`config.mk`:
```
export PLATFORM = sky130hd
export DESIGN_NAME = instr_fetch_unit_flat
export DESIGN_NICKNAME = d
export VERILOG_FILES = /design/src/rtl/instr_fetch_unit_pkg.sv /design/src/rtl/instr_fetch_unit_if.sv /design/src/rtl/instr_fetch_unit_timeout.sv /design/src/rtl/instr_fetch_unit.sv /design/src/flat_wrapper.sv
export SDC_FILE = /design/constraint.sdc
export NUM_CORES = 1
export LEC_CHECK = 0
export ABC_CLOCK_PERIOD_IN_PS = 2800
export CORE_MARGIN = 3
export CORE_UTILIZATION = 43
export DETAILED_ROUTE_END_ITERATION = 8
export PLACE_DENSITY_LB_ADDON = 0.08
export SLEW_MARGIN = 20
export SYNTH_ARGS = -nofsm -noshare
export SYNTH_HDL_FRONTEND = slang
export SYNTH_SLANG_ARGS = --single-unit
```
`constraint.sdc`:
```
create_clock -name clk_i -period 2.8 [get_ports clk_i]
set_clock_uncertainty 0.1 [all_clocks]
set_input_delay 0.28 -clock clk_i [delete_from_list [all_inputs] [get_ports clk_i]]
set_output_delay 0.28 -clock clk_i [all_outputs]
set_load 0.01 [all_outputs]
```
`src/rtl/instr_fetch_unit_pkg.sv`:
```
// Purpose : shared types and constants for the instruction fetch unit.
// Latency : n/a (declarations only).
// Backpressure: n/a.
//
// Holds the fetch FSM state encoding, the error-cause codes reported to the
// control FSM, the datapath width and a small alignment helper.
package instr_fetch_unit_pkg;

    localparam int XLEN = 32;

    // Fetch FSM states. DRAIN swallows the single outstanding response of an
    // aborted (flushed or timed-out) transaction so it never reaches the IR.
    typedef enum logic [2:0] {
        IDLE  = 3'd0,
        REQ   = 3'd1,
        WAIT  = 3'd2,
        DRAIN = 3'd3,
        DONE  = 3'd4,
        ERR   = 3'd5
    } fetch_state_e;

    typedef logic [1:0] err_cause_t;

    localparam err_cause_t ERR_NONE     = 2'b00;
    localparam err_cause_t ERR_MISALIGN = 2'b01;
    localparam err_cause_t ERR_BUS      = 2'b10;
    localparam err_cause_t ERR_TIMEOUT  = 2'b11;

    // Instruction fetches must be word aligned; only the two low address
    // bits matter.
    function automatic logic is_word_aligned(input logic [1:0] addr_lo);
        return (addr_lo == 2'b00);
    endfunction

endpackage

```
`src/rtl/instr_fetch_unit_if.sv`:
```
// Purpose : instruction-memory request/grant/response bus between the fetch
//           unit (master) and the instruction memory (slave).
// Latency : n/a (wiring only).
// Backpressure: request held by the master until mem_gnt_i; responses are
//           never stalled (at most one outstanding transaction).
//
// Signals:
//   mem_req_o    master->slave  request, held until granted
//   mem_addr_o   master->slave  word-aligned address, stable while requesting
//   mem_gnt_i    slave->master  request accepted this cycle
//   mem_rvalid_i slave->master  read data valid (earliest one cycle after grant)
//   mem_rdata_i  slave->master  read data
//   mem_err_i    slave->master  bus error, qualified by mem_rvalid_i
interface instr_fetch_unit_if;
    import instr_fetch_unit_pkg::*;

    logic            mem_req_o;
    logic [XLEN-1:0] mem_addr_o;
    logic            mem_gnt_i;
    logic            mem_rvalid_i;
    logic [XLEN-1:0] mem_rdata_i;
    logic            mem_err_i;

    modport master (
        output mem_req_o,
        output mem_addr_o,
        input  mem_gnt_i,
        input  mem_rvalid_i,
        input  mem_rdata_i,
        input  mem_err_i
    );

    modport slave (
        input  mem_req_o,
        input  mem_addr_o,
        output mem_gnt_i,
        output mem_rvalid_i,
        output mem_rdata_i,
        output mem_err_i
    );

endinterface

```
`src/rtl/instr_fetch_unit_timeout.sv`:
```
// Purpose : bus-timeout counter for one fetch transaction.
// Latency : expired_o is combinational from the count and en_i; it fires in
//           the TIMEOUT_CYCLES-th enabled cycle after a clear.
// Backpressure: none; the owner clears it on entry to the request phase.
//
// Ports:
//   clk_i, rst_ni  clock, async active-low reset
//   clr_i          restart the count (priority over en_i)
//   en_i           count this cycle (fetch in REQ or WAIT)
//   expired_o      this enabled cycle is the last allowed one
module fetch_timeout_counter #(
    parameter int unsigned TIMEOUT_CYCLES = 255
) (
    input  logic clk_i,
    input  logic rst_ni,
    input  logic clr_i,
    input  logic en_i,
    output logic expired_o
);

    // A zero limit disables the timeout; keep a 1-bit counter so the
    // declarations stay legal.
    localparam int unsigned CW = (TIMEOUT_CYCLES > 0) ? $clog2(TIMEOUT_CYCLES + 1) : 1;
    localparam logic [CW-1:0] LAST = (TIMEOUT_CYCLES > 0) ? CW'(TIMEOUT_CYCLES - 1) : '0;
    localparam logic TMO_ON = (TIMEOUT_CYCLES > 0);

    logic [CW-1:0] cnt_q;

    always_ff @(posedge clk_i or negedge rst_ni) begin
        if (!rst_ni) begin
            cnt_q <= '0;
        end else if (clr_i) begin
            cnt_q <= '0;
        end else if (en_i) begin
            cnt_q <= cnt_q + 1'b1;
        end
    end

    // The count holds the number of cycles already spent, so the cycle in
    // which it equals LIMIT-1 is the last one; the FSM leaves REQ/WAIT on
    // that edge and the counter never wraps.
    assign expired_o = TMO_ON && en_i && (cnt_q == LAST);

endmodule

```
`src/rtl/instr_fetch_unit.sv`:
```
// Purpose : fetch one 32-bit instruction per control-FSM request and write it
//           to the instruction register; report done or error.
// Latency : 3 cycles request-to-ir_en_o minimum (req, grant, rvalid, done);
//           misaligned PCs error out 1 cycle after the request.
// Backpressure: mem_req_o is held until mem_gnt_i; fetch_req_i is only
//           sampled in IDLE, so requests while busy_o is high are dropped.
//
// Ports:
//   clk_i, rst_ni        clock, async active-low reset
//   fetch_req_i, pc_i    fetch request and address (sampled in IDLE)
//   flush_i              abort the current fetch, IR not written
//   mem                  instruction-memory bus (master side)
//   ir_en_o, ir_d_o      one-cycle IR write enable and instruction word
//   fetch_done_o         one-cycle pulse: instruction written
//   fetch_err_o          one-cycle pulse: misaligned, bus error or timeout
//   err_cause_o          last error cause, cleared when a fetch is accepted
//   busy_o               high in every state except IDLE
module instr_fetch_unit
    import instr_fetch_unit_pkg::*;
#(
    parameter int unsigned     TIMEOUT_CYCLES = 255,
    parameter logic [XLEN-1:0] RESET_ADDR     = 32'h0000_0000
) (
    input  logic                 clk_i,
    input  logic                 rst_ni,
    input  logic                 fetch_req_i,
    input  logic [XLEN-1:0]      pc_i,
    input  logic                 flush_i,
    instr_fetch_unit_if.master   mem,
    output logic                 ir_en_o,
    output logic [XLEN-1:0]      ir_d_o,
    output logic                 fetch_done_o,
    output logic                 fetch_err_o,
    output logic [1:0]           err_cause_o,
    output logic                 busy_o
);

    fetch_state_e    state_q, state_d;
    logic            mem_req_q, mem_req_d;
    logic [XLEN-1:0] mem_addr_q, mem_addr_d;
    logic [XLEN-1:0] ir_d_q, ir_d_d;
    logic            done_q, done_d;
    logic            err_q, err_d;
    err_cause_t      cause_q, cause_d;
    logic            busy_q, busy_d;
    // Set when an error leaves a granted transaction without its response;
    // ERR then hands over to DRAIN instead of IDLE.
    logic            drain_q, drain_d;

    logic            tmo_clr;
    logic            tmo_en;
    logic            tmo_expired;

    assign tmo_en = (state_q == REQ) || (state_q == WAIT);

    fetch_timeout_counter #(
        .TIMEOUT_CYCLES (TIMEOUT_CYCLES)
    ) u_timeout (
        .clk_i     (clk_i),
        .rst_ni    (rst_ni),
        .clr_i     (tmo_clr),
        .en_i      (tmo_en),
        .expired_o (tmo_expired)
    );

    // State and all outputs are registered together.
    always_ff @(posedge clk_i or negedge rst_ni) begin
        if (!rst_ni) begin
            state_q    <= IDLE;
            mem_req_q  <= 1'b0;
            mem_addr_q <= RESET_ADDR;
            ir_d_q     <= '0;
            done_q     <= 1'b0;
            err_q      <= 1'b0;
            cause_q    <= ERR_NONE;
            busy_q     <= 1'b0;
            drain_q    <= 1'b0;
        end else begin
            state_q    <= state_d;
            mem_req_q  <= mem_req_d;
            mem_addr_q <= mem_addr_d;
            ir_d_q     <= ir_d_d;
            done_q     <= done_d;
            err_q      <= err_d;
            cause_q    <= cause_d;
            busy_q     <= busy_d;
            drain_q    <= drain_d;
        end
    end

    always_comb begin
        state_d    = state_q;
        mem_req_d  = mem_req_q;
        mem_addr_d = mem_addr_q;
        ir_d_d     = ir_d_q;
        done_d     = 1'b0;
        err_d      = 1'b0;
        cause_d    = cause_q;
        drain_d    = drain_q;
        tmo_clr    = 1'b0;

        unique case (state_q)
            IDLE: begin
                if (fetch_req_i) begin
                    cause_d = ERR_NONE;
                    if (!is_word_aligned(pc_i[1:0])) begin
                        // No bus traffic for a misaligned PC; the request
                        // address keeps its previous (aligned) value.
                        state_d = ERR;
                        err_d   = 1'b1;
                        cause_d = ERR_MISALIGN;
                        drain_d = 1'b0;
                    end else begin
                        state_d    = REQ;
                        mem_req_d  = 1'b1;
                        mem_addr_d = pc_i;
                        tmo_clr    = 1'b1;
                    end
                end
            end

            REQ: begin
                // Any rvalid seen here cannot belong to this fetch.
                if (flush_i) begin
                    mem_req_d = 1'b0;
                    state_d   = mem.mem_gnt_i ? DRAIN : IDLE;
                end else if (mem.mem_gnt_i) begin
                    mem_req_d = 1'b0;
                    if (tmo_expired) begin
                        // Granted on the last allowed cycle: report the
                        // timeout but still swallow the response later.
                        state_d = ERR;
                        err_d   = 1'b1;
                        cause_d = ERR_TIMEOUT;
                        drain_d = 1'b1;
                    end else begin
                        state_d = WAIT;
                    end
                end else if (tmo_expired) begin
                    mem_req_d = 1'b0;
                    state_d   = ERR;
                    err_d     = 1'b1;
                    cause_d   = ERR_TIMEOUT;
                    drain_d   = 1'b0;
                end
            end

            WAIT: begin
                if (flush_i) begin
                    // A response in the flush cycle is already consumed.
                    state_d = mem.mem_rvalid_i ? IDLE : DRAIN;
                end else if (mem.mem_rvalid_i) begin
                    if (mem.mem_err_i) begin
                        state_d = ERR;
                        err_d   = 1'b1;
                        cause_d = ERR_BUS;
                        drain_d = 1'b0;
                    end else begin
                        state_d = DONE;
                        ir_d_d  = mem.mem_rdata_i;
                        done_d  = 1'b1;
                    end
                end else if (tmo_expired) begin
                    // Response checked first: on the limit cycle it wins.
                    state_d = ERR;
                    err_d   = 1'b1;
                    cause_d = ERR_TIMEOUT;
                    drain_d = 1'b1;
                end
            end

            DRAIN: begin
                if (mem.mem_rvalid_i) begin
                    state_d = IDLE;
                end
            end

            DONE: begin
                state_d = IDLE;
            end

            ERR: begin
                // A late response may already land during the ERR cycle;
                // in that case there is nothing left to drain.
                drain_d = 1'b0;
                if (drain_q && !mem.mem_rvalid_i) begin
                    state_d = DRAIN;
                end else begin
                    state_d = IDLE;
                end
            end

            default: begin
                state_d   = IDLE;
                mem_req_d = 1'b0;
                drain_d   = 1'b0;
            end
        endcase

        busy_d = (state_d != IDLE);
    end

    assign mem.mem_req_o  = mem_req_q;
    assign mem.mem_addr_o = mem_addr_q;
    assign ir_en_o        = done_q;
    assign fetch_done_o   = done_q;
    assign ir_d_o         = ir_d_q;
    assign fetch_err_o    = err_q;
    assign err_cause_o    = cause_q;
    assign busy_o         = busy_q;

endmodule

```
`src/flat_wrapper.sv`:
```
// flat-port wrapper written by rule: the top's interface ports become plain ports
module instr_fetch_unit_flat import instr_fetch_unit_pkg::*;
#(
    parameter int unsigned     TIMEOUT_CYCLES = 255,
    parameter logic [XLEN-1:0] RESET_ADDR     = 32'h0000_0000
)
  (clk_i, rst_ni, fetch_req_i, pc_i, flush_i, ir_en_o, ir_d_o, fetch_done_o, fetch_err_o, err_cause_o, busy_o, mem_mem_req_o, mem_mem_addr_o, mem_mem_gnt_i, mem_mem_rvalid_i, mem_mem_rdata_i, mem_mem_err_i);
  instr_fetch_unit_if mem_i ();
  input  logic clk_i;
  input  logic rst_ni;
  input  logic fetch_req_i;
  input  logic [XLEN-1:0] pc_i;
  input  logic flush_i;
  output logic ir_en_o;
  output logic [XLEN-1:0] ir_d_o;
  output logic fetch_done_o;
  output logic fetch_err_o;
  output logic [1:0] err_cause_o;
  output logic busy_o;
  output wire logic [$bits(mem_i.mem_req_o)-1:0] mem_mem_req_o;
  output wire logic [$bits(mem_i.mem_addr_o)-1:0] mem_mem_addr_o;
  input wire logic [$bits(mem_i.mem_gnt_i)-1:0] mem_mem_gnt_i;
  input wire logic [$bits(mem_i.mem_rvalid_i)-1:0] mem_mem_rvalid_i;
  input wire logic [$bits(mem_i.mem_rdata_i)-1:0] mem_mem_rdata_i;
  input wire logic [$bits(mem_i.mem_err_i)-1:0] mem_mem_err_i;
  assign mem_mem_req_o = mem_i.mem_req_o;
  assign mem_mem_addr_o = mem_i.mem_addr_o;
  assign mem_i.mem_gnt_i = mem_mem_gnt_i;
  assign mem_i.mem_rvalid_i = mem_mem_rvalid_i;
  assign mem_i.mem_rdata_i = mem_mem_rdata_i;
  assign mem_i.mem_err_i = mem_mem_err_i;
  instr_fetch_unit #(.TIMEOUT_CYCLES(TIMEOUT_CYCLES), .RESET_ADDR(RESET_ADDR)) u_core (.clk_i(clk_i), .rst_ni(rst_ni), .fetch_req_i(fetch_req_i), .pc_i(pc_i), .flush_i(flush_i), .mem(mem_i), .ir_en_o(ir_en_o), .ir_d_o(ir_d_o), .fetch_done_o(fetch_done_o), .fetch_err_o(fetch_err_o), .err_cause_o(err_cause_o), .busy_o(busy_o));
endmodule
```
# Word-level counts from Yosys, hierarchy flattened
# Index checks and enable logic that the tools add are counted.
# word_totals
out_inout_bits	71
regBits	82
input_bits	71
# op_classes
reduce_logical	16
mux	54
n_eq_ne	14
bitwise_logic	4
add_sub_neg	1
# op_table
cell	count
1-bit two-way mux	29
3-bit two-way mux	9
2-bit two-way mux	9
8-bit two-way mux	2
3-bit one-hot mux with 5 select lines	1
8-bit by 1-bit adder with 8-bit output (second input constant)	1
8-bit equality test (second input constant)	1
2-bit != test (second input constant)	4
4-bit AND reduction	2
7-bit AND reduction	1
3-bit by 2-bit equality test with 1-bit output (second input constant)	2
3-bit equality test (second input constant)	2
1-bit one-hot mux with 3 select lines	2
2-bit one-hot mux with 3 select lines	1
3-bit nonzero test	2
5-bit AND reduction	1
4-bit by 3-bit != test with 1-bit output (second input constant)	1
1-bit NOT	4
1-bit one-hot mux with 4 select lines	1
4-bit OR reduction	1
3-bit by 1-bit equality test with 1-bit output (second input constant)	1
3-bit zero test	1
3-bit by 2-bit != test with 1-bit output (second input constant)	1
3-bit != test (second input constant)	1
8 further kinds	9

# Longest topological paths before layout
# logic_depth
depth_word	8
depth_mapped	7
depth_no_buf	7

# By module
# From an unflattened synthesis, not the netlist that was laid out.
# unflattened
hier_cells	264
hier_area_um2	3539.6
# modules_own_cells
module	cells_each	instances	area_per_inst_um2	seq_area_each_um2
instr_fetch_unit	223	1	3128.0	1851.8
fetch_timeout_counter	41	1	411.6	200.2

# Least setup slack after synthesis
# Ideal clock, no wire load.
# synth_timing
path_kind	reg-to-reg
start	reg u_core.state_q[0]
end	reg u_core.ir_d_q[25], in the netlist u_core.ir_d_o[25]
path_stages_with_launch	7
setup_slack_ps	745
arrival_ps	1827
n_path_buf	2
required_time_ps	2573
setup_time_ps	127
path_cell_list	dfrtp_1 clkbuf_1 or3b_1 nor2_1 nand2_1 buf_1 mux2_1
# synth_between
elab_chain_cells	2
# synth_rtl
element	line	rtl
from (decl)	instr_fetch_unit.sv:38	fetch_state_e state_q, state_d;
from (signal assigned)	instr_fetch_unit.sv:79	state_q <= state_d;
3-bit by 2-bit equality test with 1-bit output	instr_fetch_unit.sv:102	unique case (state_q)
4-bit AND reduction (no line)	n/a	
to (signal assigned)	instr_fetch_unit.sv:82	ir_d_q <= ir_d_d;
to (decl)	instr_fetch_unit.sv:41	logic [XLEN-1:0] ir_d_q, ir_d_d;
# Every way passes these cells.
# A chain may end at the register's enable or synchronous reset.

# Worst setup path after layout
# layout_timing
start	reg u_core.u_timeout.cnt_q[0]
end	reg u_core.busy_q, in the netlist u_core.busy_o
# layout_between
elab_chain_cells	7
# layout_rtl
element	line	rtl
from (decl)	instr_fetch_unit_timeout.sv:27	logic [CW-1:0] cnt_q;
from (signal assigned)	instr_fetch_unit_timeout.sv:35	cnt_q <= cnt_q + 1'b1;
8-bit equality test (*)	instr_fetch_unit_timeout.sv:42	assign expired_o = TMO_ON && en_i && (cnt_q == LAST);
1-bit logical AND (*)	instr_fetch_unit_timeout.sv:42	
3-bit two-way mux, on equally long branches	instr_fetch_unit.sv:139, instr_fetch_unit.sv:163, instr_fetch_unit.sv:129	
3-bit two-way mux, on equally long branches	instr_fetch_unit.sv:152, instr_fetch_unit.sv:127	
3-bit two-way mux, on equally long branches	instr_fetch_unit.sv:149, instr_fetch_unit.sv:124	
3-bit one-hot mux with 5 select lines (*)	instr_fetch_unit.sv:102	
named net u_core.state_d[1]	instr_fetch_unit.sv:38	
3-bit nonzero test (*)	instr_fetch_unit.sv:200	busy_d = (state_d != IDLE);
named net u_core.busy_d	instr_fetch_unit.sv:45	logic busy_q, busy_d;
to (signal assigned)	instr_fetch_unit.sv:86	busy_q <= busy_d;
to (decl)	instr_fetch_unit.sv:45	
# Mark *: on every way through the listed nets, which the timed path passes. The rest lies on a longest branch.

==> qor.csv <==
metric,value,unit
run_status,"complete, no violations",
yosysTopAreaCellShare,60.83,%
num_io_pins,142,
multi_input_area,1235,um2
p_leak,2.357,nW
ys_types,41,
synthTopCellsByCount,"nand2_1 (104), dfrtp_1 (82), mux2_2 (30)",
reg2reg_slack,0.57,ns
post-dp-hpwl,5.759,mm
syn_area,3373,um2
fmax,0.4478,GHz
drv_cap,0,
finalWeightedCongestion,0.8475,
async_flop_share,100.0,%
overflow,0,
finalCoreUtilization,68.62,%
first_global_vias,2669,
grt_max_degree,83,
hold_violations,0,
htree_levels,3,
yosysMostFrequentCell,nand2_1,
clk_pin_slew,0.09,ns
detail-route-antenna-nets,0,
antenna_cells,0,
core-area,7447,um2
antenna_found_initial,0,
slew_headroom,47.01,%
hp-class,in -> reg,
rows,31,
drv_slew,0,
ys_top_cells_by_area,"dfrtp_1 (61%), nand2_1 (12%), mux2_2 (10%), nor2_1 (1.6%), xnor2_1 (1.6%)",
synth-edff-count,0,
crit_path_end_kind,register,
synth-main-ff-cell,dfrtp_1,
rsz0062_at_grt,false,
dr.pass1.iters,4,
cts_resized,0,
path_class,reg -> reg,
grtUsageTotal,17.90,%
initial_core_util,45.30,%
placed_cells,544,
drive_gt1_share,12.17,%
clkSinkCount,82,
synthCells,313,
synth_area_leader_cell,dfrtp_1,
crit_arrival,2.33,ns
power.total,0.005244,W
worst_pin_slew,0.7876,ns
min_period,2.233,ns
fillers,595,
die_area,8943,um2
syn2layout_area_growth,51.48,%
finalSetupTns,0,ns
drt_wl_total,8.037,mm
clk_path_buf_depth,2,
worstSetupStartpointType,register,
vias_per_cell,4.809,
instances_no_fill,559,
die_w,94.57,um
synth_nets,386,
finalCritPeriodShare,79.76,%
regArea,2052,um2
yosysWarnings,0,
drc,0,
synth_area_per_cell,10.78,um2
power.density,1026,nW/um2
cp.required,2.89,ns
portBuffers,141,
cts_tree,built,
cts-buffers-inserted,9,
grt_pass1_wl,12.47,mm
routedWlPerCell,14.38,um
cp_max_fo,4,
insertion_delay,0.33,ns
die_h,94.57,um
drt_iter0_markers,122,
nets,530,
num_vias,2688,
finalSetupViolCount,0,
cts-root-buf,clkbuf_8,
ys_ff_latch,82,
ir_worst_vdd,0.0005474,V
synth_seq_area_share,60.83,%
-- where the power goes --
| group | leakage (nW) | internal, W | switching (W) |
|---|---|---|---|
| Sequential | 1.05 | 0.00173 | 0.000304 |
| Clock | 0.101 | 0.000493 | 0.000402 |
| Combinational | 1.21 | 0.00134 | 0.000971 |
| Total | 2.36 | 0.00357 | 0.00168 |
-- kinds of logic (layout without fill, tap and decap cells) --
logic type,Yosys count,count (layout),synth area share [%]
AND/OR/NAND/NOR,146,146,19.03
flip-flops,82,82,60.83
multiplexers,32,32,10.68
AO/OA/AOI/OAI,22,22,4.080
buffers and inverters,21,168,2.559
XOR/XNOR,8,8,2.077
adder cells (fa/ha/maj),2,2,0.7417
-- worst max-delay path: stages (launching register included) --
cell and delay, ns:
dfrtp_1 0.43, inv_1 0.08, ha_1 0.14, nand4_1 0.13, or4_4 0.48, nor2_4 0.13
o21bai_1 0.10, or4b_1 0.51
-- stage by stage --
stage	worst slack [ns]	hold slack, ns	instance area, um2
2_1_floorplan	0.7453	-0.1156	3373
3_3_place_gp	0.5238	0.3566	4891
3_5_place_dp	0.4696	0.3613	4891
4_1_cts	0.5627	0.06152	5096
5_1_grt	0.4321	0.3611	5110
6_report	0.5666	0.3641	5110
-- cell usage in the layout, fill, tap and decap left out, types with 5 or more instances in the layout --
cell / n
clkdlybuf4s50_1: 140
nand2_1: 104
dfrtp_1: 82
mux2_2: 30
nor2_1: 14
clkbuf_8: 9
a21oi_1: 8
buf_4: 7
xnor2_1: 6
inv_1: 5
-- sequential cells by signal (all words and copies together), names as in the netlist --
name	count
u_core.mem.mem_addr_o	32
u_core.state_q	3
u_core.u_timeout.cnt_q	8
u_core.mem.mem_req_o	1
u_core.err_cause_o	2
u_core.fetch_done_o	1
u_core.drain_q	1
u_core.fetch_err_o	1
u_core.ir_d_o	32
u_core.busy_o	1
-- path summary, 6_finish.rpt --
check	start	to	depth (start not counted)
worst max-delay path	u_core.u_timeout.cnt_q[0]	u_core.busy_o	7
worst min-delay path	pc_i[25]	u_core.mem.mem_addr_o[25]	3
worst max register to register	u_core.u_timeout.cnt_q[0]	u_core.busy_o	7
worst min register to register	u_core.mem.mem_addr_o[13]	u_core.mem.mem_addr_o[13]	2
max in group asynchronous	rst_ni	u_core.mem.mem_addr_o[1]	2
min in group asynchronous	rst_ni	u_core.ir_d_o[23]	2
-- routing by layer --
layer | wire [um] | vias to the layer above | track usage, %
met3 | 714 | 5 | 5.179
met5 | 0 | - | 0
li1 | - | 1313 | -
met4 | 77 | 0 | 5.769
met2 | 3789 | 99 | 29.79
met1 | 3455 | 1271 | 22.56
-- repair_timing --
action	CTS	global route
hold buffers	0	1
hold endpoints to repair	0	82
buffers inserted	0	0
endpoints found under the setup margin	0	0
-- layout make-up --
type,count,area share [%]
clock inverters,5,1.592
repair buffers,149,28.87
multi-input cells,210,24.17
inverters,5,0.3673
well taps,99,2.424
flip-flops and latches,82,40.16
clock buffers,9,2.424
Power figures use the tool's default switching activity.
